<file path="config.mk">
export PLATFORM = sky130hd
export DESIGN_NAME = button_decoder
export DESIGN_NICKNAME = d
export VERILOG_FILES = /design/src/rtl/button_decoder.sv
export SDC_FILE = /design/constraint.sdc
export NUM_CORES = 1
export LEC_CHECK = 0
export ABC_AREA = 1
export BUFFER_PORTS_ARGS = -buffer_cell sky130_fd_sc_hd__buf_2
export CORE_ASPECT_RATIO = 0.8
export CORE_MARGIN = 3
export CORE_UTILIZATION = 65
export CTS_BUF_LIST = sky130_fd_sc_hd__clkbuf_8
export DETAILED_ROUTE_END_ITERATION = 7
export PLACE_DENSITY = 0.82
export SETUP_SLACK_MARGIN = 0.15
export SLEW_MARGIN = 20
export SYNTH_ARGS = -nofsm -noshare
export SYNTH_HDL_FRONTEND = slang
export SYNTH_SLANG_ARGS = --single-unit
</file>
<file path="constraint.sdc">
create_clock -name clk -period 2 [get_ports clk]
set_clock_uncertainty 0.1 [all_clocks]
set_input_delay 0.4 -clock clk [delete_from_list [all_inputs] [get_ports clk]]
set_output_delay 0.4 -clock clk [all_outputs]
set_load 0.02 [all_outputs]
</file>
<file path="src/rtl/button_decoder.sv">
// rtl/button_decoder.sv - push-button synchroniser, debouncer and short/long/double press classifier
module button_decoder #(
    parameter int DEBOUNCE_CYCLES = 500000,
    parameter int LONG_CYCLES     = 50000000,
    parameter int GAP_CYCLES      = 15000000
) (
    input  logic       clk,
    input  logic       rst,
    input  logic       boton,
    output logic       btn_db,
    output logic       press_valid,
    output logic [1:0] press_code,
    output logic       busy
);

    localparam int MAX_DL = (DEBOUNCE_CYCLES > LONG_CYCLES) ? DEBOUNCE_CYCLES : LONG_CYCLES;
    localparam int MAX_P  = (MAX_DL > GAP_CYCLES) ? MAX_DL : GAP_CYCLES;
    localparam int CW     = $clog2(MAX_P);

    localparam logic [CW-1:0] DB_LAST   = CW'(DEBOUNCE_CYCLES - 1);
    localparam logic [CW-1:0] LONG_LAST = CW'(LONG_CYCLES - 1);
    localparam logic [CW-1:0] GAP_LAST  = CW'(GAP_CYCLES - 1);

    localparam logic [1:0] CODE_NONE   = 2'b00;
    localparam logic [1:0] CODE_SHORT  = 2'b01;
    localparam logic [1:0] CODE_LONG   = 2'b10;
    localparam logic [1:0] CODE_DOUBLE = 2'b11;

    typedef enum logic [1:0] {IDLE, PRESSED, WAIT_GAP, WAIT_RELEASE} state_t;

    logic          r_sync1, r_sync2;
    logic [CW-1:0] r_db_cnt;
    logic          r_btn_db, r_db_d;
    state_t        r_state, w_state_nxt;
    logic [CW-1:0] r_dur, w_dur_nxt;
    logic          r_valid, w_valid_nxt;
    logic [1:0]    r_code, w_code_nxt;
    logic          w_rise, w_fall;

    always_ff @(posedge clk) begin
        if (!rst) begin
            r_sync1  <= 1'b0;
            r_sync2  <= 1'b0;
            r_db_cnt <= '0;
            r_btn_db <= 1'b0;
            r_db_d   <= 1'b0;
        end else begin
            r_sync1 <= boton;
            r_sync2 <= r_sync1;
            r_db_d  <= r_btn_db;
            // Any return to the current level restarts the stability window.
            if (r_sync2 == r_btn_db) begin
                r_db_cnt <= '0;
            end else if (r_db_cnt == DB_LAST) begin
                r_btn_db <= r_sync2;
                r_db_cnt <= '0;
            end else begin
                r_db_cnt <= r_db_cnt + 1'b1;
            end
        end
    end

    assign w_rise = r_btn_db & ~r_db_d;
    assign w_fall = ~r_btn_db & r_db_d;

    always_ff @(posedge clk) begin
        if (!rst) begin
            r_state <= IDLE;
            r_dur   <= '0;
            r_valid <= 1'b0;
            r_code  <= CODE_NONE;
        end else begin
            r_state <= w_state_nxt;
            r_dur   <= w_dur_nxt;
            r_valid <= w_valid_nxt;
            r_code  <= w_code_nxt;
        end
    end

    always_comb begin
        w_state_nxt = r_state;
        w_dur_nxt   = r_dur;
        w_valid_nxt = 1'b0;
        w_code_nxt  = CODE_NONE;
        case (r_state)
            IDLE: begin
                w_dur_nxt = '0;
                if (w_rise) w_state_nxt = PRESSED;
            end
            PRESSED: begin
                // A release on the same cycle as the long threshold counts as short.
                if (w_fall) begin
                    w_state_nxt = WAIT_GAP;
                    w_dur_nxt   = '0;
                end else if (r_dur == LONG_LAST) begin
                    w_state_nxt = WAIT_RELEASE;
                    w_dur_nxt   = '0;
                    w_valid_nxt = 1'b1;
                    w_code_nxt  = CODE_LONG;
                end else begin
                    w_dur_nxt = r_dur + 1'b1;
                end
            end
            WAIT_GAP: begin
                if (w_rise) begin
                    w_state_nxt = WAIT_RELEASE;
                    w_dur_nxt   = '0;
                    w_valid_nxt = 1'b1;
                    w_code_nxt  = CODE_DOUBLE;
                end else if (r_dur == GAP_LAST) begin
                    w_state_nxt = IDLE;
                    w_dur_nxt   = '0;
                    w_valid_nxt = 1'b1;
                    w_code_nxt  = CODE_SHORT;
                end else begin
                    w_dur_nxt = r_dur + 1'b1;
                end
            end
            WAIT_RELEASE: begin
                w_dur_nxt = '0;
                if (w_fall) w_state_nxt = IDLE;
            end
            default: begin
                w_state_nxt = IDLE;
                w_dur_nxt   = '0;
            end
        endcase
    end

    assign btn_db      = r_btn_db;
    assign press_valid = r_valid;
    assign press_code  = r_code;
    assign busy        = (r_state != IDLE);

endmodule

</file>
==> impl_metrics.ini <==
[timing]
period_needed_ns = 1.76
finalHoldViolCount = 0
setup_tns_ns = 0
fmax_mhz = 569
finalMaxSlewViolations = 0
fin_ws_ns = 0.242
rsz0062_at_grt = true
worstMarginPinSlew_ns = 0.529
slew_headroom_pct = 64.7
finalSetupViolCount = 0
fin_crit_sh_pct = 87.9

[critical_path]
critPathCaptureType = register
r2r_end = r_dur[16]$_SDFF_PN0_
cp_slowest_stage_delay_ns = 0.38
r2r_start = r_dur[0]$_SDFF_PN0_
startpoint_type = register
crit_family = simple AND/OR/NAND/NOR gates
critPathBufInv = 0
r2r_cells = 10
crit_type = reg -> reg
worstPathMaxFanout = 7
cp.required_ns = 2.13
cp_cell_sequence = ha_4 -> nand2_2 -> nor2_4 -> nand2_4 -> nor2_8 -> nand3_1 -> nand2_2 -> nand2_8 -> nand2_8 -> nor2_1
slowest_stage = dfxtp_4
arrival_ns = 1.89
r2r_setup_slack_ns = 0.24

[finish]
area_delta_synth_final_pct = 13.7
finalNetCount = 497
drive_above_1_share_pct = 18.3
fillerInstances = 339
antenna_cells = 0
most-common-layout-cells = nand2_1 (92), nor2_1 (65), dfxtp_1 (58)
layout_commonest_cell = nand2_1

[global_routing]
met2_usage_pct = 36.8
grt_pass1_wl_mm = 12.4
gr-usage-met1_pct = 37.1
grt_max_degree = 27
grt_busiest_layer = met1
grt_util_met3_pct = 7.43
antenna_found_initial = 0
grt_overflow_total = 0
gr-usage-all-layers_pct = 25.6
grt_pass1_vias = 2755

[floorplan]
ioPinCount = 8
coreArea_um2 = 4790
die_area_um2 = 6090
dieWidth_um = 86.5
die_h_um = 70.4
rows = 22
start_util_pct = 70.3

[placement]
gp_congestion = 0.904
place_ws_ns = 0.0717
place_hpwl_mm = 5.12
port_buffers = 7

[job]
drv_cap = 0

[hold_path]
holdPathEnd = r_sync1$_SDFF_PN0_
hold_depth = 3
worstHoldPathType = in -> reg
min-delay-start = boton

[pwr]
p_leak_nw = 1.35
vdd_ir_drop_max_mv = 0.632
p_per_area_nw_per_um2 = 670

[logic_synthesis]
synth_area_per_cell_um2 = 7.21
syn-instance-count = 467
synth_cell_types = 35
yosysSeqAreaShare_pct = 36.3
mappedNetlistArea_um2 = 3370
synth_seq_cells = 61
synth.net_count = 476
ys_warn_count = 0

[cts]
cts.htree.levels = 3
clk_latency_ns = 0.34
root_buffer = clkbuf_8
tritoncts = built
cts.sinks = 61
cts_hold_buf = 0
clkTransAtPathRegs_ns = 0.06
clockBufferDepth = 2
numCtsBuffers = 9

[run_status]
status = complete, no violations

[detailed_routing]
wl_per_cell_um = 14.2
wl_mm = 7.83
num_vias = 3081
drc = 0
final_antenna_net_count = 0
firstDrtPassIters = 7
drt-initial-drc-count = 391
via_per_inst = 5.57
## registers in the layout, indices dropped and copies added, names as in the netlist
signal       cells
btn_db           1
press_code       2
press_valid      1
r_db_cnt        26
r_db_d           1
r_dur           26
r_state          2
r_sync1          1
r_sync2          1
## worst register-to-register path, cell delays in order, from the launching register on
cell and delay (ns):
dfxtp_4 0.38, ha_4 0.15, nand2_2 0.07, nor2_4 0.16, nand2_4 0.10, nor2_8 0.12
nand3_1 0.10, nand2_2 0.16, nand2_8 0.13, nand2_8 0.13, nor2_1 0.06
## worst max path at each step
stage / slack [ns] / startpoint / cells after the start / endpoint
after detailed placement: 0.07 / r_dur[0]$_SDFF_PN0_ / 10 / r_dur[22]$_SDFF_PN0_
after global routing: 0.12 / r_dur[0]$_SDFF_PN0_ / 11 / r_state[0]$_SDFFE_PN0P_
after CTS: 0.13 / r_dur[0]$_SDFF_PN0_ / 10 / r_dur[22]$_SDFF_PN0_
after floorplan: 0.32 / r_dur[0]$_SDFF_PN0_ / 11 / r_dur[23]$_SDFF_PN0_
after global placement: 0.14 / r_dur[0]$_SDFF_PN0_ / 10 / r_dur[22]$_SDFF_PN0_
final: 0.24 / r_dur[0]$_SDFF_PN0_ / 10 / r_dur[16]$_SDFF_PN0_
## per-layer routing
metal | up-vias | wire length, um
met5 | - | 0
met4 | 0 | 156
met3 | 22 | 601
met2 | 137 | 3280
met1 | 1396 | 3790
li1 | 1526 | -
## cell families (layout without fill, tap and decap cells)
kind of cell	count (synthesis)	count (layout)	share of synthesized area (%)
buffers and inverters	66	89	8.62
AO/OA/AOI/OAI	29	29	4.87
XOR/XNOR	30	30	7.80
adder cells (fa/ha/maj)	6	6	2.23
flip-flops	61	61	36.3
AND/OR/NAND/NOR	275	278	40.2
## through the flow
step                area, um2  utilization, %  power, mW  std cells  hold slack (ns)
finish                   3830            80.0       2.57        553            0.139
global route             3830            80.0       2.65        553            0.142
CTS                      3700            77.2       2.58        547            0.133
detailed placement       3450            72.0       1.26        531            0.306
global placement         3450            72.0       1.26        531            0.309
floorplan                3370               -       1.26        467            0.290
## Yosys cell counts (all sizes together)
library cell | count | area (um2)
nor4 | 5 | 31.3
a31oi | 1 | 6.26
xnor2 | 7 | 61.3
o21bai | 1 | 18.8
o21ai | 8 | 40.0
nand3b | 4 | 30.0
nand4 | 12 | 81.3
and3 | 1 | 6.26
dfxtp | 61 | 1220
a21oi | 18 | 90.1
or2 | 5 | 31.3
buf | 6 | 65.1
nand2 | 101 | 417
xor2 | 23 | 201
nand3 | 27 | 155
ha | 6 | 75.1
and2 | 1 | 6.26
nor2 | 95 | 458
nor3b | 1 | 7.51
inv | 60 | 225
o31a | 1 | 8.76
nor3 | 23 | 131
## cell type report
cell class                      instances  area (um2)  area share [%]
Clock buffer                           10         138            3.59
Clock inverter                          6         103            2.68
Timing Repair Buffer                   13        92.6            2.42
Tap cell                               60        75.1            1.96
Sequential cell                        61        1230            32.0
Multi-Input combinational cell        343        1970            51.4
Inverter                               60         225            5.88
## power by group
part / switching, mW / total (mW) / internal [mW]
Clock: 0.477 / 1.33 / 0.851
Sequential: 0.00136 / 1.22 / 1.22
Combinational: 0.0168 / 0.0234 / 0.00656
Total: 0.495 / 2.57 / 2.07
## what timing repair did
item | in CTS | in global routing
resized for setup | 1 | 15
pin swaps | 0 | 4
gates cloned | 0 | 3
endpoints found under the setup margin | 25 | 51
setup buffers | 0 | 3
Note: power is estimated with default switching activity, not from simulation.
